[src/rtl/voxel_gpu_pkg.sv]
// Shared types and constants for the frame-buffer swap sequencer and its DMA master port.
package voxel_gpu_pkg;

    localparam int unsigned DATA_W     = 32;
    localparam int unsigned S_ADDR_W   = 8;
    localparam int unsigned M_ADDR_W   = 2;
    localparam int unsigned POLL_CNT_W = 21;
    localparam int unsigned GAP_CNT_W  = 16;

    typedef logic [2:0] swap_state_t;

    localparam swap_state_t ST_IDLE    = 3'd0;
    localparam swap_state_t ST_WR_BACK = 3'd1;
    localparam swap_state_t ST_WR_SWAP = 3'd2;
    localparam swap_state_t ST_GAP     = 3'd3;
    localparam swap_state_t ST_RD_STAT = 3'd4;
    localparam swap_state_t ST_DONE    = 3'd5;

    localparam logic [S_ADDR_W-1:0] REG_BUF_A  = 8'h00;
    localparam logic [S_ADDR_W-1:0] REG_BUF_B  = 8'h01;
    localparam logic [S_ADDR_W-1:0] REG_CTRL   = 8'h02;
    localparam logic [S_ADDR_W-1:0] REG_STATUS = 8'h03;

    localparam logic [M_ADDR_W-1:0] DMA_BUFFER     = 2'd0;
    localparam logic [M_ADDR_W-1:0] DMA_BACKBUFFER = 2'd1;
    localparam logic [M_ADDR_W-1:0] DMA_STATUS     = 2'd3;

    localparam int unsigned CTRL_SWAP    = 0;
    localparam int unsigned CTRL_IRQ_EN  = 1;
    localparam int unsigned STAT_BUSY    = 0;
    localparam int unsigned STAT_FRONT   = 1;
    localparam int unsigned STAT_DONE    = 2;
    localparam int unsigned STAT_TIMEOUT = 3;
    localparam int unsigned STAT_PENDING = 4;

    // One master access as issued by the sequencer.
    typedef struct packed {
        logic                rd;
        logic                wr;
        logic [M_ADDR_W-1:0] addr;
        logic [DATA_W-1:0]   data;
    } dma_req_t;

    function automatic logic [POLL_CNT_W-1:0] sat_inc(input logic [POLL_CNT_W-1:0] v);
        return (&v) ? v : v + POLL_CNT_W'(1);
    endfunction

endpackage

[src/rtl/avalon_master_port.sv]
// Avalon-MM master holding register: keeps strobe, address and data steady until the
// slave drops waitrequest, then releases the strobe on the following edge.
module avalon_master_port
    import voxel_gpu_pkg::*;
(
    input  logic                clock,
    input  logic                reset,
    input  dma_req_t            req,
    output logic [M_ADDR_W-1:0] m_address,
    output logic                m_read,
    output logic                m_write,
    output logic [DATA_W-1:0]   m_writedata,
    input  logic [DATA_W-1:0]   m_readdata,
    input  logic                m_waitrequest,
    output logic                accepted_c,
    output logic [DATA_W-1:0]   rdata_c
);

    dma_req_t cur_q;
    dma_req_t cur_d;

    assign accepted_c  = (cur_q.rd | cur_q.wr) & ~m_waitrequest;
    assign rdata_c     = m_readdata;
    assign m_address   = cur_q.addr;
    assign m_read      = cur_q.rd;
    assign m_write     = cur_q.wr;
    assign m_writedata = cur_q.data;

    // A new request may land in the same cycle the previous one is accepted.
    always_comb begin
        cur_d = cur_q;
        if (accepted_c) begin
            cur_d.rd = 1'b0;
            cur_d.wr = 1'b0;
        end
        if (req.rd || req.wr) begin
            cur_d = req;
        end
    end

    always_ff @(posedge clock) begin
        if (reset) begin
            cur_q <= '0;
        end else begin
            cur_q <= cur_d;
        end
    end

endmodule

[src/rtl/buffer_swap_controller.sv]
// Double-buffer swap sequencer: programs the pixel-buffer DMA back buffer, triggers a
// swap, polls until vsync completion, tracks the front buffer and raises an interrupt.
module buffer_swap_controller
    import voxel_gpu_pkg::*;
#(
    parameter int unsigned POLL_GAP   = 16,
    parameter int unsigned POLL_LIMIT = 2000000
) (
    input  logic                clock,
    input  logic                reset,
    input  logic [S_ADDR_W-1:0] s1_address,
    output logic [DATA_W-1:0]   s1_readdata,
    input  logic [DATA_W-1:0]   s1_writedata,
    input  logic                s1_write,
    output logic                s1_waitrequest,
    output logic [M_ADDR_W-1:0] m_address,
    output logic                m_read,
    output logic                m_write,
    output logic [DATA_W-1:0]   m_writedata,
    input  logic [DATA_W-1:0]   m_readdata,
    input  logic                m_waitrequest,
    output logic                interrupt_sender_irq
);

    swap_state_t           state_q, state_d;
    logic [DATA_W-1:0]     buf_a_q, buf_a_d;
    logic [DATA_W-1:0]     buf_b_q, buf_b_d;
    logic [DATA_W-1:0]     target_q, target_d;
    logic [GAP_CNT_W-1:0]  gap_cnt_q, gap_cnt_d;
    logic [POLL_CNT_W-1:0] poll_cnt_q, poll_cnt_d;
    logic                  irq_en_q, irq_en_d;
    logic                  front_q, front_d;
    logic                  done_q, done_d;
    logic                  timeout_q, timeout_d;
    logic                  pending_q, pending_d;
    logic                  irq_q, irq_d;

    dma_req_t              req;
    logic                  dma_accepted_c;
    logic [DATA_W-1:0]     dma_rdata_c;
    logic                  swap_wr_c;
    logic                  unused_rdata;

    assign s1_waitrequest       = 1'b0;
    assign interrupt_sender_irq = irq_q;
    assign swap_wr_c            = s1_write && (s1_address == REG_CTRL) && s1_writedata[CTRL_SWAP];
    assign unused_rdata         = ^dma_rdata_c[DATA_W-1:1];

    avalon_master_port u_master (
        .clock         (clock),
        .reset         (reset),
        .req           (req),
        .m_address     (m_address),
        .m_read        (m_read),
        .m_write       (m_write),
        .m_writedata   (m_writedata),
        .m_readdata    (m_readdata),
        .m_waitrequest (m_waitrequest),
        .accepted_c    (dma_accepted_c),
        .rdata_c       (dma_rdata_c)
    );

    always_comb begin
        s1_readdata = '0;
        case (s1_address)
            REG_BUF_A:  s1_readdata = buf_a_q;
            REG_BUF_B:  s1_readdata = buf_b_q;
            REG_CTRL:   s1_readdata[CTRL_IRQ_EN] = irq_en_q;
            REG_STATUS: begin
                s1_readdata[STAT_BUSY]    = (state_q != ST_IDLE);
                s1_readdata[STAT_FRONT]   = front_q;
                s1_readdata[STAT_DONE]    = done_q;
                s1_readdata[STAT_TIMEOUT] = timeout_q;
                s1_readdata[STAT_PENDING] = pending_q;
            end
            default: s1_readdata = '0;
        endcase
    end

    // Register writes first, then sequencer actions, so hardware sets override W1C.
    always_comb begin
        state_d    = state_q;
        buf_a_d    = buf_a_q;
        buf_b_d    = buf_b_q;
        target_d   = target_q;
        gap_cnt_d  = gap_cnt_q;
        poll_cnt_d = poll_cnt_q;
        irq_en_d   = irq_en_q;
        front_d    = front_q;
        done_d     = done_q;
        timeout_d  = timeout_q;
        pending_d  = pending_q;
        req        = '0;

        if (s1_write) begin
            case (s1_address)
                REG_BUF_A: buf_a_d  = s1_writedata;
                REG_BUF_B: buf_b_d  = s1_writedata;
                REG_CTRL:  irq_en_d = s1_writedata[CTRL_IRQ_EN];
                REG_STATUS: begin
                    if (s1_writedata[STAT_DONE])    done_d    = 1'b0;
                    if (s1_writedata[STAT_TIMEOUT]) timeout_d = 1'b0;
                end
                default: ;
            endcase
        end

        if (swap_wr_c && (state_q != ST_IDLE)) begin
            pending_d = 1'b1;
        end

        case (state_q)
            ST_IDLE: begin
                if (pending_q || swap_wr_c) begin
                    target_d  = front_q ? buf_a_q : buf_b_q;
                    pending_d = 1'b0;
                    req       = '{rd: 1'b0, wr: 1'b1, addr: DMA_BACKBUFFER, data: target_d};
                    state_d   = ST_WR_BACK;
                end
            end
            ST_WR_BACK: begin
                if (dma_accepted_c) begin
                    req     = '{rd: 1'b0, wr: 1'b1, addr: DMA_BUFFER, data: DATA_W'(1)};
                    state_d = ST_WR_SWAP;
                end
            end
            ST_WR_SWAP: begin
                if (dma_accepted_c) begin
                    poll_cnt_d = '0;
                    gap_cnt_d  = '0;
                    state_d    = ST_GAP;
                end
            end
            ST_GAP: begin
                if (gap_cnt_q == GAP_CNT_W'(POLL_GAP - 1)) begin
                    req     = '{rd: 1'b1, wr: 1'b0, addr: DMA_STATUS, data: target_q};
                    state_d = ST_RD_STAT;
                end else begin
                    gap_cnt_d = gap_cnt_q + GAP_CNT_W'(1);
                end
            end
            ST_RD_STAT: begin
                if (dma_accepted_c) begin
                    poll_cnt_d = sat_inc(poll_cnt_q);
                    if (!dma_rdata_c[0]) begin
                        state_d = ST_DONE;
                    end else if (poll_cnt_d >= POLL_CNT_W'(POLL_LIMIT)) begin
                        timeout_d = 1'b1;
                        state_d   = ST_IDLE;
                    end else begin
                        gap_cnt_d = '0;
                        state_d   = ST_GAP;
                    end
                end
            end
            ST_DONE: begin
                front_d = ~front_q;
                done_d  = 1'b1;
                state_d = ST_IDLE;
            end
            default: state_d = ST_IDLE;
        endcase

        irq_d = irq_en_d & (done_d | timeout_d);
    end

    always_ff @(posedge clock) begin
        if (reset) begin
            state_q    <= ST_IDLE;
            buf_a_q    <= '0;
            buf_b_q    <= '0;
            target_q   <= '0;
            gap_cnt_q  <= '0;
            poll_cnt_q <= '0;
            irq_en_q   <= 1'b0;
            front_q    <= 1'b0;
            done_q     <= 1'b0;
            timeout_q  <= 1'b0;
            pending_q  <= 1'b0;
            irq_q      <= 1'b0;
        end else begin
            state_q    <= state_d;
            buf_a_q    <= buf_a_d;
            buf_b_q    <= buf_b_d;
            target_q   <= target_d;
            gap_cnt_q  <= gap_cnt_d;
            poll_cnt_q <= poll_cnt_d;
            irq_en_q   <= irq_en_d;
            front_q    <= front_d;
            done_q     <= done_d;
            timeout_q  <= timeout_d;
            pending_q  <= pending_d;
            irq_q      <= irq_d;
        end
    end

endmodule
[config.mk]
export PLATFORM = sky130hd
export DESIGN_NAME = buffer_swap_controller
export DESIGN_NICKNAME = d
export VERILOG_FILES = /design/src/rtl/voxel_gpu_pkg.sv /design/src/rtl/avalon_master_port.sv /design/src/rtl/buffer_swap_controller.sv
export SDC_FILE = /design/constraint.sdc
export NUM_CORES = 1
export LEC_CHECK = 0
export CAP_MARGIN = 20
export CELL_PAD_IN_SITES_DETAIL_PLACEMENT = 1
export CELL_PAD_IN_SITES_GLOBAL_PLACEMENT = 2
export CORE_UTILIZATION = 34
export CTS_CLUSTER_DIAMETER = 40
export CTS_CLUSTER_SIZE = 24
export DETAILED_ROUTE_END_ITERATION = 16
export PLACE_DENSITY = 0.95
export SYNTH_ARGS = -nofsm -noshare
export SYNTH_HDL_FRONTEND = slang
export SYNTH_HIERARCHICAL = 1
export SYNTH_SLANG_ARGS = --single-unit
[constraint.sdc]
create_clock -name clock -period 4.2 [get_ports clock]
set_input_delay 0.63 -clock clock [delete_from_list [all_inputs] [get_ports clock]]
set_output_delay 0.63 -clock clock [all_outputs]
set_load 0.02 [all_outputs]
==> results.txt <==
Outcome = completed
Crit-path max FO = 28
DRT Pass-1 Iters = 5
Clk_lat worst skew = 0.44 ns
Inst Count DP = 1435
CORE AREA = 0.0245 mm^2
Die area = 0.0258 mm^2
Max Buffers Root-to-Sink = 2
Vias = 8041
H-tree depth = 4
Post_cts resized = 0
Most used cell, CP = clkdlybuf4s50_1
Final Total Pwr = 3.37 mW
Detailed Route WL = 25900 um
Part of the cycle the worst path needs = 0.828
Pleak = 3.12 nW
Post-DR vias/cell = 5.48
Non-Filler Instances = 1468
Skew final = 0.0165 ns
Critical Path End Type = primary output
Die H = 161 um
Clock sink total = 178
CTS Buf Count = 17
DRT antenna net count = 0
Worst-path cell chain = clkdlybuf4s50_1, nor2_1, nand3_1, nor3_2, buf_4, a22o_1, clkdlybuf4s50_1
Critical path class = primary input to primary output
Placed cell area = 0.00988 mm^2
Port Buf Inserts = 113
Num rows = 57
Power density cells = 322 mW/mm^2
Psw = 841 uW
Hold Crit Class = register to register
Combinational power share = 0.029
Synth-to-layout area growth = 22.5%
Reg power frac = 0.500
Final Hold Viols = 0
Tmin final = 3.48 ns
DRT iter0 DRCs = 647
P_int = 2.53 mW
Share of cells above drive strength 1 = 0.0665
Die width = 161 um
CP delay by family, top = buffers and inverters
Post-CTS Setup Bufs = 0
Critical Path RT = 3.57 ns
Setup crit start kind = primary input
WL per Instance = 17.7 um
Clk root buf = clkbuf_16
Gp weighted congestion = 0.817
GRT Util Overall = 0.202
DRC = 0
Initial core utilization = 0.350
Gate Count Post-Synth = 1077
Nets = 1208
Worst Path Arrival = 2.85 ns
Post-Syn Area = 0.00855 mm^2
Max-slew violations = 0
Largest net degree at the start of global routing = 112
Hold-fix buffers, CTS = 0
Fmax achieved = 288 MHz
GRT overflow = 0
Number of global-route vias before repair = 7801
Antenna violations before repair = 1
Avg Inst Size Synth = 7.94 um^2
Critical path's slowest cell = clkdlybuf4s50_1
Slew headroom = 0.375
CP max stage delay = 0.62 ns
Sw Ratio = 0.249
RSZ-0062 raised after global routing = false
WP buf/inv = 3
Syn_nets = 1155
Global-route wire length before repair = 41800 um
TritonCTS clock tree = built
DPL Wire Length = 16900 um
Worst Tran Pin Value = 0.933 ns
VDD IR max = 0.251 mV
Final instance area = 0.0105 mm^2
TNS Setup = 0 ns
Clock share of power = 0.471
Max_cap viols = 0
Final setup viols = 0
I/O pin count = 146
Ys Warns = 6
Clock-pin transition on the worst setup and hold timing paths = 0.08 ns
==> final timing paths <==
path,start,end,slack (ns),cells past startpoint
setup / recovery,s1_address[7],s1_readdata[27],0.72,7
hold / removal,buf_b_q[23]$_SDFFE_PP0P_,buf_b_q[23]$_SDFFE_PP0P_,0.47,2
setup reg to reg,poll_cnt_q[1]$_SDFFE_PP0P_,gap_cnt_q[3]$_SDFFE_PP0P_,1.05,8
hold reg to reg,buf_b_q[23]$_SDFFE_PP0P_,buf_b_q[23]$_SDFFE_PP0P_,0.47,2
==> stage by stage <==
step            util  hold slack, ns  setup WS [ns]
5_1_grt        0.428           0.490          0.545
6_report       0.428           0.471          0.724
3_3_place_gp   0.404           0.456          0.734
4_1_cts        0.428           0.475          0.692
2_1_floorplan      -           0.445           1.22
3_5_place_dp   0.404           0.464          0.717
==> tightest hold or removal path: stages (launching register included) <==
cell and delay (ns):
dfxtp_1 0.32, nand2_1 0.05, a21oi_1 0.05
==> flip-flops by register name, indices dropped and copies added (netlist names) <==
name / cells
front_q: 1
interrupt_sender_irq: 1
timeout_q: 1
gap_cnt_q: 16
buf_b_q: 32
u_master/m_write: 1
state_q: 3
u_master/m_writedata: 32
pending_q: 1
irq_en_q: 1
target_q: 32
u_master/m_address: 2
done_q: 1
buf_a_q: 32
poll_cnt_q: 21
u_master/m_read: 1
==> cells in the final DEF, fill, tap and decap left out, types with 4 or more instances in the layout <==
cell             instances
a21oi_1                129
nand3b_1                 4
o21ai_0                 88
inv_1                    7
buf_12                   4
nor2_1                  85
nand3_1                 16
a311oi_1                14
nand4_1                  7
a311oi_2                 4
a31oi_1                 10
clkdlybuf4s50_1        112
xor2_1                   4
and3_1                   7
and4_1                   6
dfxtp_1                177
mux2i_1                 35
nor3_1                  20
nor4_1                   6
buf_4                   12
a22oi_1                  8
mux2_2                   4
nand2_1                195
a211oi_1                35
clkbuf_16               17
or3b_1                  34
inv_8                    8
a22o_1                  28
==> routing by layer <==
layer / GRT usage / routed length [um] / vias up
li1: - / - / 3950
met1: 0.298 / 13400 / 3891
met2: 0.294 / 11000 / 173
met3: 0.0367 / 1050 / 27
met4: 0.0632 / 515 / 0
met5: 0 / 0 / -
==> power groups by stage <==
stage / combinational [mW] / sequential (mW) / clock (mW)
2_1_floorplan: 0.0373 / 1.73 / 0
3_3_place_gp: 0.0964 / 1.73 / 0
3_5_place_dp: 0.0969 / 1.73 / 0
4_1_cts: 0.0975 / 1.69 / 1.62
5_1_grt: 0.104 / 1.69 / 1.69
6_report: 0.0975 / 1.69 / 1.59
==> layout make-up <==
cell class / instances / area (um^2)
diodes: 1 / 2.50
clock buffers: 17 / 425
clock inverters: 15 / 161
fillers: 2916 / 14000
inverters: 7 / 26.3
multi-input cells: 798 / 4600
flip-flops and latches: 178 / 3560
well taps: 324 / 405
repair buffers: 128 / 1290
(Power assumes the default switching activity.)
